File: config.mk
export PLATFORM = sky130hd
export DESIGN_NAME = load_store_unit
export DESIGN_NICKNAME = d
export VERILOG_FILES = /design/src/rtl/load_store_unit_pkg.sv /design/src/rtl/load_store_unit_lane.sv /design/src/rtl/load_store_unit.sv
export SDC_FILE = /design/constraint.sdc
export NUM_CORES = 1
export LEC_CHECK = 0
export BUFFER_PORTS_ARGS = -buffer_cell sky130_fd_sc_hd__buf_2
export CAP_MARGIN = 20
export CORE_ASPECT_RATIO = 0.6
export CORE_MARGIN = 5
export CORE_UTILIZATION = 49
export CTS_BUF_LIST = sky130_fd_sc_hd__clkbuf_8
export CTS_CLUSTER_DIAMETER = 120
export CTS_CLUSTER_SIZE = 24
export DETAILED_ROUTE_END_ITERATION = 8
export PLACE_DENSITY = 0.79
export SYNTH_ARGS = -nofsm -noshare
export SYNTH_HDL_FRONTEND = slang
export SYNTH_SLANG_ARGS = --single-unit
File: constraint.sdc
create_clock -name clk -period 1.9 [get_ports clk]
set_input_delay 0.095 -clock clk [delete_from_list [all_inputs] [get_ports clk]]
set_output_delay 0.095 -clock clk [all_outputs]
set_load 0.005 [all_outputs]
File: src/rtl/load_store_unit_pkg.sv
// Shared types for the load/store unit: access size codes, FSM states and the default DM size.
package load_store_unit_pkg;

  localparam int unsigned MEM_BYTES_DEF = 128;

  typedef enum logic [1:0] {
    SZ_B = 2'b00,
    SZ_H = 2'b01,
    SZ_W = 2'b10,
    SZ_X = 2'b11
  } lsu_size_e;

  typedef enum logic [2:0] {
    ST_IDLE,
    ST_LOAD,
    ST_RMW_RD,
    ST_WRITE,
    ST_RESP
  } lsu_state_e;

endpackage

File: src/rtl/load_store_unit_lane.sv
// Big-endian lane logic: extracts and extends load data, merges sub-word store data into a read word.
module lsu_lane
  import load_store_unit_pkg::*;
(
  input  logic [31:0] rword_i,
  input  logic [31:0] wdata_i,
  input  logic [1:0]  off_i,
  input  lsu_size_e   size_i,
  input  logic        uns_i,
  output logic [31:0] ldata_o,
  output logic [31:0] merged_o
);

  logic [4:0]  bsh;
  logic [4:0]  hsh;
  logic [7:0]  byte_v;
  logic [15:0] half_v;
  logic [31:0] bmask;
  logic [31:0] hmask;

  // Big-endian: offset k sits (3-k) bytes up from the LSB, and 3-k == ~k for two bits.
  assign bsh = {~off_i, 3'b000};
  assign hsh = {~off_i[1], 4'b0000};

  always_comb begin
    byte_v   = 8'(rword_i >> bsh);
    half_v   = 16'(rword_i >> hsh);
    bmask    = 32'h0000_00FF << bsh;
    hmask    = 32'h0000_FFFF << hsh;
    ldata_o  = '0;
    merged_o = rword_i;
    unique case (size_i)
      SZ_B: begin
        ldata_o  = uns_i ? {24'h0, byte_v} : {{24{byte_v[7]}}, byte_v};
        merged_o = (rword_i & ~bmask) | ({24'h0, wdata_i[7:0]} << bsh);
      end
      SZ_H: begin
        ldata_o  = uns_i ? {16'h0, half_v} : {{16{half_v[15]}}, half_v};
        merged_o = (rword_i & ~hmask) | ({16'h0, wdata_i[15:0]} << hsh);
      end
      SZ_W: begin
        ldata_o  = rword_i;
        merged_o = wdata_i;
      end
      default: ;
    endcase
  end

endmodule

File: src/rtl/load_store_unit.sv
// Single-request load/store initiator to a big-endian word DM; sub-word stores use read-modify-write.
module load_store_unit
  import load_store_unit_pkg::*;
#(
  parameter int unsigned MEM_BYTES = MEM_BYTES_DEF
) (
  input  logic        clk,
  input  logic        rst,
  input  logic        req_valid,
  output logic        req_ready,
  input  logic        req_we,
  input  logic [1:0]  req_size,
  input  logic        req_unsigned,
  input  logic [31:0] req_addr,
  input  logic [31:0] req_wdata,
  output logic        resp_valid,
  output logic [31:0] resp_rdata,
  output logic        resp_err,
  output logic [31:0] Mem_addr,
  output logic [31:0] Mem_w_data,
  output logic        Mem_w,
  output logic        Mem_r,
  input  logic [31:0] Mem_r_data
);

  lsu_state_e  state_q;
  lsu_size_e   size_q;
  logic        uns_q;
  logic [31:0] addr_q;
  logic [31:0] wdata_q;
  logic [31:0] wword_q;
  logic [31:0] rdata_q;
  logic        err_q;

  lsu_size_e   req_size_e;
  logic        fault;
  logic [31:0] ldata;
  logic [31:0] merged;

  assign req_size_e = lsu_size_e'(req_size);

  always_comb begin
    fault = (req_size_e == SZ_X)
          | ((req_size_e == SZ_H) & req_addr[0])
          | ((req_size_e == SZ_W) & (|req_addr[1:0]))
          | (req_addr >= MEM_BYTES);
  end

  lsu_lane u_lane (
    .rword_i  (Mem_r_data),
    .wdata_i  (wdata_q),
    .off_i    (addr_q[1:0]),
    .size_i   (size_q),
    .uns_i    (uns_q),
    .ldata_o  (ldata),
    .merged_o (merged)
  );

  // Response fields are only written on entry to RESP so they hold between responses.
  always_ff @(posedge clk or negedge rst) begin
    if (!rst) begin
      state_q <= ST_IDLE;
      size_q  <= SZ_B;
      uns_q   <= 1'b0;
      addr_q  <= '0;
      wdata_q <= '0;
      wword_q <= '0;
      rdata_q <= '0;
      err_q   <= 1'b0;
    end else begin
      unique case (state_q)
        ST_IDLE: begin
          if (req_valid) begin
            size_q  <= req_size_e;
            uns_q   <= req_unsigned;
            addr_q  <= req_addr;
            wdata_q <= req_wdata;
            if (fault) begin
              rdata_q <= '0;
              err_q   <= 1'b1;
              state_q <= ST_RESP;
            end else if (!req_we) begin
              state_q <= ST_LOAD;
            end else if (req_size_e == SZ_W) begin
              wword_q <= req_wdata;
              state_q <= ST_WRITE;
            end else begin
              state_q <= ST_RMW_RD;
            end
          end
        end
        ST_LOAD: begin
          rdata_q <= ldata;
          err_q   <= 1'b0;
          state_q <= ST_RESP;
        end
        ST_RMW_RD: begin
          wword_q <= merged;
          state_q <= ST_WRITE;
        end
        ST_WRITE: begin
          rdata_q <= '0;
          err_q   <= 1'b0;
          state_q <= ST_RESP;
        end
        ST_RESP: state_q <= ST_IDLE;
        default: state_q <= ST_IDLE;
      endcase
    end
  end

  assign req_ready  = (state_q == ST_IDLE);
  assign resp_valid = (state_q == ST_RESP);
  assign resp_rdata = rdata_q;
  assign resp_err   = err_q;
  assign Mem_r      = (state_q == ST_LOAD) || (state_q == ST_RMW_RD);
  assign Mem_w      = (state_q == ST_WRITE);
  assign Mem_addr   = {addr_q[31:2], 2'b00};
  assign Mem_w_data = wword_q;

endmodule

==> metrics.txt <==
Synth Area in Adders 0%; drt total wl 24700 um; EDFF count, synth 0; Async SR Flop Fraction 100%; area post-placement 0.00852 mm2; worst hold margin 29.5 ps; largest net degree at the start of global routing 65; clk buf depth 2; crit-path max cell delay ~480 ps; layout cell share with drive strength beyond 1 47.1%; Root Buffer clkbuf_8; FMAX roughly 520 MHz; Area Growth Syn to Fin 34.8%; Area contributors post-synth dfrtp_1, mux2_2, mux2i_1; core area 0.0146 mm2; vias in the first global route around 6500; worst r2r src addr_q[0]; Max Slew Vio Count 0; Synth Area in Compound Gates 17.5%; register area share after synthesis 46.1%; library cells used by synthesis 53; # H-tree levels 4; Synth Cell Area approximately 0.0073 mm2; global placer's final weighted congestion 0.962; main combinational cell family by area after synthesis multiplexers; pwr/cell area 838 mW/mm2; Mean Syn Cell Area between 10 and 15 um2; post-synthesis instance total 640; CP Cell Sequence o21ai_0, mux2i_2, buf_4, mux2i_2, o21ai_0, mux2_4; TritonRoute pass-1 iters 8; period utilization 101%; flops & latches, synth 135; maximum VDD drop 538 uV; wire per inst around 22 um; # rows 34; nature of the critical path startpoint register; warnings from Yosys 0; Die Y about 100 um; Worst-path clk slew 80 ps; RSZ-0062 raised after global routing true; Max-Cap Viols 0; initial antenna violation count 0; number of DRC markers in iteration 0 approximately 720; DRC Markers 0; leakage 4.57 nW; Synth area leader dfrtp_1; Inserted Clock Buffers 17; Crit Path Class register to register; top-count cell post-synth dfrtp_1; Slew headroom 52.5%; first-pass GRT wire length 37700 um; clock sinks 135; Skew-Pair Late Insertion Delay 450 ps; Worst Hold Class input port to register; die area between 0.015 and 0.02 mm2; area share of the largest cell type after synthesis 46.1%; hold path startpoint Mem_r_data[5]; post-layout power approximately 8.3 mW; Post-Synth Simple-Gate Area 5.69%; Final Hold Fails 0; DP HPWL roughly 17000 um; Synth Flop Type dfrtp_1; vias per cell about 6.0; fin area 0.00988 mm2; total gr overflow 0; number of port buffers 201; crit path from addr_q[0]; post-route ant nets 0; Vias 6620; TritonCTS clock tree built; status finished with violations; initial core utilization 50.2%; required time of the critical path 2230 ps; Setup WS pre-CTS -187 ps; Commonest cells post-synth dfrtp_1, mux2_2, nand2_1; mux cell area share after synthesis 23.5%; critical-path maximum fanout 8; final setup margin -21.4 ps; failing checks negative setup slack; fin nets 1003; Final setup viols 2; clk_skew approximately 15 ps; crit path capture type register; Setup TNS -25.5 ps; Total GRT Usage 27.2%; critical path's slowest cell dfrtp_1; CP arrival 2250 ps; fill count between 1000 and 1500; Worst-Margin Slew around 710 ps; diode count 0; IO Pins 204; width of the die between 150 and 200 um; fin crit period 1920 ps; Synth Area in XOR/XNOR 0%
-- repair_timing --
action | CTS | global route
setup endpoints to repair | 10 | 53
cloned | 0 | 2
setup buffers | 1 | 0
hold buffers | 72 | 0
hold endpoints to repair | 202 | 0
pin swaps | 1 | 0
resized for setup | 4 | 21
-- kinds of logic (layout without fill, tap and decap cells) --
logic type,Yosys count,after routing
muxes,145,145
and+or+nand+nor,91,91
AOI/OAI and AO/OA,182,182
buffers and inverters,86,358
DFF,135,135
other,1,2
-- per-stage QoR --
stage | std cells | util, %
6_report | 1111 | 67.7
5_1_grt | 1111 | 67.7
3_5_place_dp | 1005 | 58.4
2_1_floorplan | 641 | -
4_1_cts | 1110 | 66.8
3_3_place_gp | 1005 | 58.4
-- worst max-delay path, delay by kind of cell, from the launching register on --
family / cells / cell delay [ps]
muxes: 3 / 790
DFF: 1 / 480
AOI/OAI and AO/OA: 2 / 320
buffers and inverters: 1 / 230
-- sequential cells by signal, indices dropped and copies added (netlist names) --
| register | cells |
|---|---|
| wdata_q | 32 |
| addr_q | 32 |
| Mem_w_data | 32 |
| size_q | 2 |
| uns_q | 1 |
| resp_err | 1 |
| state_q | 3 |
| resp_rdata | 32 |
-- worst paths after layout --
path | to | slack, ps | depth (start not counted)
setup / recovery | Mem_w_data[0] | -20 | 6
hold reg to reg | resp_rdata[6] | 480 | 2
setup reg to reg | Mem_w_data[0] | -20 | 6
max in group asynchronous | addr_q[30] | 1050 | 3
min in group asynchronous | resp_rdata[31] | 130 | 2
hold / removal | resp_rdata[5] | 30 | 3
-- power by group --
part	switching [mW]	internal, mW	leakage (nW)
combinational	0.961	0.988	2.65
sequential	0.250	3.11	1.67
clock	1.23	1.74	0.240
-- layer usage --
metal | track usage, % | wire length [um] | up-vias
li1 | - | - | 2899
met1 | 38.9 | 10200 | 3251
met2 | 39.8 | 10700 | 426
met3 | 9.70 | 3330 | 44
met4 | 6.95 | 444 | 0
met5 | 0 | 0 | -
-- final cells by class --
class	instances	area, um2	share of cell area (%)
tap	198	248	2.51
clock inverter	14	244	2.47
clock buffer	18	248	2.51
multi-input combinational	420	3540	35.8
inverter	7	26.3	0.266
sequential	135	3380	34.2
timing repair buffer	319	2200	22.2
-- cells in the final DEF (no fill, tap or decap), types with 3 or more instances in the layout --
master / instances
o221ai_1: 16
a21oi_1: 44
o22ai_1: 8
inv_6: 3
buf_12: 6
a221oi_2: 3
nor3_1: 3
mux4_2: 7
inv_1: 6
nor4_1: 5
buf_2: 200
dlygate4sd3_1: 72
clkbuf_8: 18
mux2_2: 88
o21ai_1: 5
a221oi_1: 5
buf_4: 36
buf_6: 3
a2bb2oi_1: 6
mux2i_2: 4
dfrtp_1: 133
nor2_1: 12
nand2_1: 50
o21ai_0: 39
mux2_4: 16
a22oi_1: 23
a22o_1: 6
o221a_2: 16
mux2i_1: 29
bufinv_16: 6
No activity file was read; power rests on OpenSTA's default activity.
